[src/rtl/spi_if.sv]
// Memory-bus port of the SPI master: one valid/ready request channel
// with a registered read-data response.
interface spi_if;
    logic        valid;
    logic        instr;
    logic [31:0] addr;
    logic [31:0] wdata;
    logic [3:0]  wstrb;
    logic [31:0] rdata;
    logic        ready;

    modport master (
        output valid, instr, addr, wdata, wstrb,
        input  rdata, ready
    );

    modport slave (
        input  valid, instr, addr, wdata, wstrb,
        output rdata, ready
    );
endinterface

[src/rtl/spi.sv]
// SPI master peripheral, mode 0, MSB first, one byte per transfer.
// Chip-select is software driven; level interrupt on completion.
module spi #(
    parameter int clk_divider = 4
) (
    input  logic clk,
    input  logic rst,
    spi_if.slave bus,
    output logic spi_sclk,
    output logic spi_mosi,
    input  logic spi_miso,
    output logic spi_cs_n,
    output logic spi_irpt
);

    typedef enum logic [1:0] {
        S_IDLE,
        S_LEAD,
        S_TRAIL,
        S_FINISH
    } state_t;

    localparam logic [15:0] DIV_LAST = 16'(clk_divider - 1);

    state_t      state_q;
    logic [15:0] div_q;
    logic [2:0]  bit_q;
    logic [7:0]  shift_q;
    logic [7:0]  rx_q;
    logic        miso_q;
    logic        sclk_q;
    logic        cs_q;
    logic        ie_q;
    logic        done_q;
    logic        ready_q;
    logic [31:0] rdata_q;

    logic        acc_d;
    logic        wr_d;
    logic        rd_d;
    logic [2:0]  sel_d;
    logic        busy_d;
    logic [31:0] rdata_d;

    // Decode the bus request and select the read value.
    always_comb begin
        acc_d   = bus.valid & ~ready_q;
        wr_d    = acc_d & bus.wstrb[0];
        rd_d    = acc_d & ~(|bus.wstrb);
        sel_d   = bus.addr[4:2];
        busy_d  = (state_q != S_IDLE);
        rdata_d = '0;
        if (rd_d) begin
            case (sel_d)
                3'd0:    rdata_d = {30'b0, ie_q, cs_q};
                3'd1:    rdata_d = {30'b0, done_q, busy_d};
                3'd3:    rdata_d = {24'b0, rx_q};
                default: rdata_d = '0;
            endcase
        end
    end

    // Bus response, control registers and the shift FSM; FSM
    // assignments come last so a completing transfer's done-set wins.
    always_ff @(posedge clk or posedge rst) begin
        if (rst) begin
            state_q <= S_IDLE;
            div_q   <= '0;
            bit_q   <= '0;
            shift_q <= '0;
            rx_q    <= '0;
            miso_q  <= 1'b0;
            sclk_q  <= 1'b0;
            cs_q    <= 1'b0;
            ie_q    <= 1'b0;
            done_q  <= 1'b0;
            ready_q <= 1'b0;
            rdata_q <= '0;
        end else begin
            ready_q <= acc_d;
            rdata_q <= rdata_d;

            if (wr_d && sel_d == 3'd0) begin
                cs_q <= bus.wdata[0];
                ie_q <= bus.wdata[1];
            end
            if (wr_d && sel_d == 3'd1 && bus.wdata[1])
                done_q <= 1'b0;
            if (rd_d && sel_d == 3'd3)
                done_q <= 1'b0;

            unique case (state_q)
                S_IDLE: begin
                    if (wr_d && sel_d == 3'd2) begin
                        shift_q <= bus.wdata[7:0];
                        done_q  <= 1'b0;
                        bit_q   <= '0;
                        div_q   <= '0;
                        state_q <= S_LEAD;
                    end
                end
                S_LEAD: begin
                    if (div_q == DIV_LAST) begin
                        sclk_q  <= 1'b1;
                        miso_q  <= spi_miso;
                        div_q   <= '0;
                        state_q <= S_TRAIL;
                    end else begin
                        div_q <= div_q + 16'd1;
                    end
                end
                S_TRAIL: begin
                    if (div_q == DIV_LAST) begin
                        sclk_q  <= 1'b0;
                        shift_q <= {shift_q[6:0], miso_q};
                        bit_q   <= bit_q + 3'd1;
                        div_q   <= '0;
                        state_q <= (bit_q == 3'd7) ? S_FINISH : S_LEAD;
                    end else begin
                        div_q <= div_q + 16'd1;
                    end
                end
                S_FINISH: begin
                    rx_q    <= shift_q;
                    done_q  <= 1'b1;
                    div_q   <= '0;
                    state_q <= S_IDLE;
                end
                default: state_q <= S_IDLE;
            endcase
        end
    end

    assign bus.ready = ready_q;
    assign bus.rdata = rdata_q;
    assign spi_sclk  = sclk_q;
    assign spi_mosi  = shift_q[7];
    assign spi_cs_n  = ~cs_q;
    assign spi_irpt  = done_q & ie_q;

    logic unused_ok;
    assign unused_ok = ^{bus.instr, bus.addr[31:5], bus.addr[1:0],
                         bus.wdata[31:8]};

endmodule

[src/flat_wrapper.sv]
// flat-port wrapper written by rule: the top's interface ports become plain ports
module spi_flat 
#(
    parameter int clk_divider = 4
)
  (clk, rst, spi_sclk, spi_mosi, spi_miso, spi_cs_n, spi_irpt, bus_valid, bus_instr, bus_addr, bus_wdata, bus_wstrb, bus_rdata, bus_ready);
  spi_if bus_i ();
  input  logic clk;
  input  logic rst;
  output logic spi_sclk;
  output logic spi_mosi;
  input  logic spi_miso;
  output logic spi_cs_n;
  output logic spi_irpt;
  input wire logic [$bits(bus_i.valid)-1:0] bus_valid;
  input wire logic [$bits(bus_i.instr)-1:0] bus_instr;
  input wire logic [$bits(bus_i.addr)-1:0] bus_addr;
  input wire logic [$bits(bus_i.wdata)-1:0] bus_wdata;
  input wire logic [$bits(bus_i.wstrb)-1:0] bus_wstrb;
  output wire logic [$bits(bus_i.rdata)-1:0] bus_rdata;
  output wire logic [$bits(bus_i.ready)-1:0] bus_ready;
  assign bus_i.valid = bus_valid;
  assign bus_i.instr = bus_instr;
  assign bus_i.addr = bus_addr;
  assign bus_i.wdata = bus_wdata;
  assign bus_i.wstrb = bus_wstrb;
  assign bus_rdata = bus_i.rdata;
  assign bus_ready = bus_i.ready;
  spi #(.clk_divider(clk_divider)) u_core (.clk(clk), .rst(rst), .bus(bus_i), .spi_sclk(spi_sclk), .spi_mosi(spi_mosi), .spi_miso(spi_miso), .spi_cs_n(spi_cs_n), .spi_irpt(spi_irpt));
endmodule
[config.mk]
export PLATFORM = sky130hd
export DESIGN_NAME = spi_flat
export DESIGN_NICKNAME = d
export VERILOG_FILES = /design/src/rtl/spi_if.sv /design/src/rtl/spi.sv /design/src/flat_wrapper.sv
export SDC_FILE = /design/constraint.sdc
export NUM_CORES = 1
export LEC_CHECK = 0
export CORE_MARGIN = 10
export CORE_UTILIZATION = 30
export CTS_CLUSTER_DIAMETER = 50
export CTS_CLUSTER_SIZE = 20
export DETAILED_ROUTE_END_ITERATION = 6
export SYNTH_ARGS = -nofsm -noshare
export SYNTH_HDL_FRONTEND = slang
export SYNTH_SLANG_ARGS = --single-unit
export TNS_END_PERCENT = 100
[constraint.sdc]
create_clock -name clk -period 7.3 [get_ports clk]
set_input_delay 0.73 -clock clk [delete_from_list [all_inputs] [get_ports clk]]
set_output_delay 0.73 -clock clk [all_outputs]
set_load 0.05 [all_outputs]
---- After elaboration in Yosys (flattened, before gate mapping) ----
Cells that the tools add are included.
word-level totals
  ROM bits ................................ 0
  logic and storage cells ................. 71
  bits in registers ....................... 75
  memory bits (writable) .................. 0
  memories ................................ 0
  bits in latches ......................... 0
operators by class
  add/subtract/negate cells ............... 2
  reductions and logical operators ........ 16
  bitwise operators ....................... 7
  order comparisons ....................... 0
  shift-type cells ........................ 0
  muxes and demuxes ....................... 23
  multipliers ............................. 0
  div/mod/pow operators ................... 0
  equality and inequality tests ........... 11
operators with widths
  operator                                                                  count
  16-bit case mux with 3 select lines                                       1
  16-bit two-way mux                                                        2
  32-bit two-way mux                                                        1
  8-bit case mux with 3 select lines                                        1
  16-bit by 1-bit adder with 16-bit output (second input constant)          1
  16-bit by 2-bit == test with 1-bit output (second input constant)         1
  8-bit two-way mux                                                         2
  8-bit case mux with 2 select lines                                        1
  3-bit AND reduction                                                       3
  2-bit two-way mux                                                         4
  2-bit case mux with 4 select lines                                        1
  3-bit by 2-bit == test with 1-bit output (second input constant)          2
  3-bit two-way mux                                                         2
  2-bit by 1-bit inequality test with 1-bit output (second input constant)  3
  3-bit case mux with 2 select lines                                        1
  2-bit nonzero test                                                        3
  1-bit logical AND                                                         5
  1-bit two-way mux                                                         5
  1-bit bitwise AND                                                         4
  2-bit == test (second input constant)                                     2
  1-bit case mux with 2 select lines                                        2
  4-bit OR reduction                                                        1
  3-bit by 1-bit adder with 3-bit output (second input constant)            1
  3-bit by 1-bit == test with 1-bit output (second input constant)          1
  other kinds (7)                                                           9

---- Logic depth before layout (Yosys ltp) ----
  depth after elaboration ................. 9
  gate-level depth with buffers ........... 7
  gate-level depth less buffers ........... 6

---- Worst setup path before layout ----
Ideal clock, no wire load.
  path kind ............................... reg-to-reg
  start point ............................. reg u_core.state_q[0]
  end point ............................... reg u_core.shift_q[0]
  clock period less this slack ............ 2,579 ps
  stages on the path, launching flop included .. 8
  data required time ...................... 7,175 ps
  setup time .............................. 125 ps
  data arrival time ....................... 2,454 ps
  slack ................................... 4,721 ps
  path through ............................ dfrtp_1 -> inv_1 -> ha_1 -> buf_2 -> or4b_2 -> or4_4 -> a21oi_4 -> mux2_4
between the ends
  longest elaborated chain between the ends .. 3
  elaborated cells on any way between the ends .. 7
RTL lines
  element                                                                                                  RTL line    source
  start, declared                                                                                          spi.sv:25   state_t state_q;
  start signal, assigned                                                                                   spi.sv:118  state_q <= (bit_q == 3'd7) ? S_FINISH : S_LEAD;
  2-bit == test / 2-bit zero test (equally long branches)                                                  spi.sv:92   unique case (state_q)
  2-bit by 1-bit inequality test with 1-bit output (no line) / 2-bit nonzero test (equally long branches)  -
  3-bit AND reduction (no line)                                                                            -
  end signal, assigned                                                                                     spi.sv:95   shift_q <= bus.wdata[7:0];
  end signal, assigned                                                                                     spi.sv:115  shift_q <= {shift_q[6:0], miso_q};
  end, declared                                                                                            spi.sv:28   logic [7:0] shift_q;
Several ways; a longest one is shown, not always the timed one.
A chain may end at the register's enable or synchronous reset.

---- Final worst setup path ----
  start point ............................. reg u_core.state_q[0]
  end point ............................... reg u_core.shift_q[7]
The elaborated chain is that of the path after synthesis.

==> results_dict.tcl <==
set metrics [dict create \
    grt_pass1_wl_mm 10.9 \
    clock_sinks 51 \
    fillers 949 \
    finalCritPeriodShare_pct 43.8 \
    cp.required_ns 7.49 \
    setup_viol 0 \
    cts-resized-gates 0 \
    cts_max_level 2 \
    tightest_slew_ns 1.12 \
    final_layout_size_suffix_gt1_share_pct 15.5 \
    die_h_um 118 \
    nNetsFinal 382 \
    hold_class "flop to flop" \
    via_count 2109 \
    die_x_um 118 \
    combPwrFrac_pct 14.2 \
    post-synth-top-count-cell "dfrtp_1" \
    track_usage_pct 9.15 \
    cts_tree "done" \
    fin_util_pct 35.4 \
    tns_ns 0 \
    cp_top_family "simple AND/OR/NAND/NOR gates" \
    crit_type "flop to flop" \
    seqCellArea_um2 1280 \
    sequentialPowerShare_pct 53.6 \
    crit_chain "inv_1 > ha_1 > or4b_2 > or4_4 > a21oi_4 > mux2_4" \
    startpoint_type "flop" \
    multi_input_area_um2 1420 \
    avgSynthCellArea_um2 10.4 \
    top_layer_used "met4" \
    yosysWarnings 0 \
    wirelength_mm 6.39 \
    diodes 0 \
    synth_area_um2 2890 \
    ir_worst_vdd_v 0.0000781 \
    hold_viol 0 \
    syn2layout_area_growth_pct 14.3 \
    cts_hold_buf 0 \
    p_leak_nw 1.41 \
    io_buffer_count 31 \
    p_per_area_nw_per_um2 166 \
    cts.clk_slew.worst_paths_ns 0.11 \
    yosys.area.top_type_share_pct 44.1 \
    regToRegSetupSlack_ns 4.10 \
    cts_setup_buffers 0 \
    insertion_delay_ns 0.31 \
    core_um2 9330 \
    synth_seq_cells 51 \
    clock_path_buffers 2 \
    cp_data_arrival_time_ns 3.39 \
    grt_pass1_vias 2137 \
    dp_hpwl_mm 4.51 \
    io_pins 110 \
    cp_slowest_cell "ha_1" \
    rows 35 \
    synthDistinctLibCells 49 \
    antenna_found_initial 0 \
    route.met3.wl_um 300 \
    finalClockSkew_ns 0.0150 \
    max_stage_delay_ns 0.66 \
    p_switching_w 0.000165 \
    drt_iter0_markers 128 \
    yosys.area.top_type "dfrtp_1" \
    swShare_pct 29.9 \
    max-slew-margin-rel_pct 24.5 \
    max-cap-violations 0 \
    numCtsBuffers 5 \
    yosysSeqAreaShare_pct 44.1 \
    dieArea_um2 14000 \
    path_max_fanout 18 \
    drcViolationCount 0 \
    grt_max_degree 52 \
    grt.overflow.total 0 \
    status "completed" \
    drt-met1-wl_mm 3.12 \
    synth_edf_count 0 \
    path_buf_inv 1 \
    slew_violations 0 \
    ctsRootBufferMaster "clkbuf_8" \
    finalWeightedCongestion 0.826 \
    max_freq_mhz 312 \
    place_ws_ns 4.16 \
    start_util_pct 31.0 \
    dr.pass1.iters 4 \
    endpoint_kind "flop" \
    ant_nets 0 \
    vias_per_cell 4.88 \
    fin_crit_ns 3.20 \
    ys_top_cells_by_area "dfrtp_1 44%, mux2_2 7.8%, buf_4 6.2%" \
    synth-main-ff-cell "dfrtp_1" \
    p_int_w 0.000385 \
    wire_per_inst_um 14.8 \
    rsz0062_at_grt "false" \
    synth_cells 279 \
    synthArstFlopShare_pct 100 \
    dr_wl_met2_mm 2.92 \
    fin_ws_ns 4.10 \
    p_clk_share_pct 32.2 \
    synth_commonest_cells "51 x dfrtp_1, 24 x buf_4, 20 x mux2_2" \
]
[worst paths after layout]
check / start / endpoint / cells after the start
setup reg to reg: u_core.state_q[0] / u_core.shift_q[7] / 6
max in group asynchronous: rst / u_core.div_q[6] / 2
setup / recovery: u_core.state_q[0] / u_core.shift_q[7] / 6
hold reg to reg: u_core.bus.ready / u_core.bus.ready / 1
min in group asynchronous: rst / u_core.spi_sclk / 2
hold / removal: u_core.bus.ready / u_core.bus.ready / 1
[stage by stage]
stage,instance area [um^2],total power [W],hold slack [ns],instances
6_report,3310,0.000549,0.467,432
5_1_grt,3310,0.000573,0.504,432
3_3_place_gp,3210,0.000377,0.456,424
3_5_place_dp,3210,0.000378,0.458,424
2_1_floorplan,2980,0.000367,0.449,302
4_1_cts,3310,0.000557,0.471,432
[flip-flops by register name, summed over array words and instances (netlist names)]
register / cells
u_core.div_q: 16
u_core.bus.rdata: 8
u_core.rx_q: 8
u_core.shift_q: 8
u_core.bit_q: 3
u_core.state_q: 2
u_core.bus.ready: 1
u_core.cs_q: 1
u_core.done_q: 1
u_core.ie_q: 1
u_core.miso_q: 1
u_core.spi_sclk: 1
[layer usage]
| metal | global-route usage, % | vias up |
|---|---|---|
| met5 | 0 | - |
| met4 | 1.85 | 0 |
| met3 | 2.43 | 5 |
| met2 | 14.2 | 60 |
| met1 | 12.4 | 1033 |
| li1 | - | 1011 |
[cell type report]
type	instances	share of cell area [%]
clock buffer	5	2.08
clock inverter	3	0.871
inverter	10	1.14
multi-input combinational	202	42.8
sequential	51	38.6
tap	129	4.88
timing repair buffer	32	9.61
[worst register-to-register path, stage by stage (launching register included)]
cell and delay, ns:
dfrtp_1 0.46, inv_1 0.11, ha_1 0.66, or4b_2 0.64, or4_4 0.45, a21oi_4 0.42
mux2_4 0.35
[cells in the final DEF (no fill, tap or decap), types with 11 or more instances in the layout]
cell type        Yosys  routed
clkdlybuf4s50_1      0      31
conb_1               1      24
dfrtp_1             51      51
mux2_2              20      20
nand2_1             14      14
nand3_1             15      15
nand4_1             11      11
nor2_1              13      13
o21ai_0             12      12
[logic make-up after synthesis]
group	share of synthesized area (%)
buffers and inverters	9.91
AOI/OAI and AO/OA	11.5
other	0.130
and+or+nand+nor	19.0
muxes	12.3
DFF	44.1
adders and majority gates	3.03
[power groups by stage]
stage / registers, W / clock network, W / logic, W
finish: 0.000295 / 0.000177 / 0.0000778
global route: 0.000296 / 0.000194 / 0.0000828
CTS: 0.000295 / 0.000184 / 0.0000781
detailed placement: 0.000300 / 0 / 0.0000777
global placement: 0.000300 / 0 / 0.0000773
floorplan: 0.000301 / 0 / 0.0000659
Power figures use the tool's default switching activity.
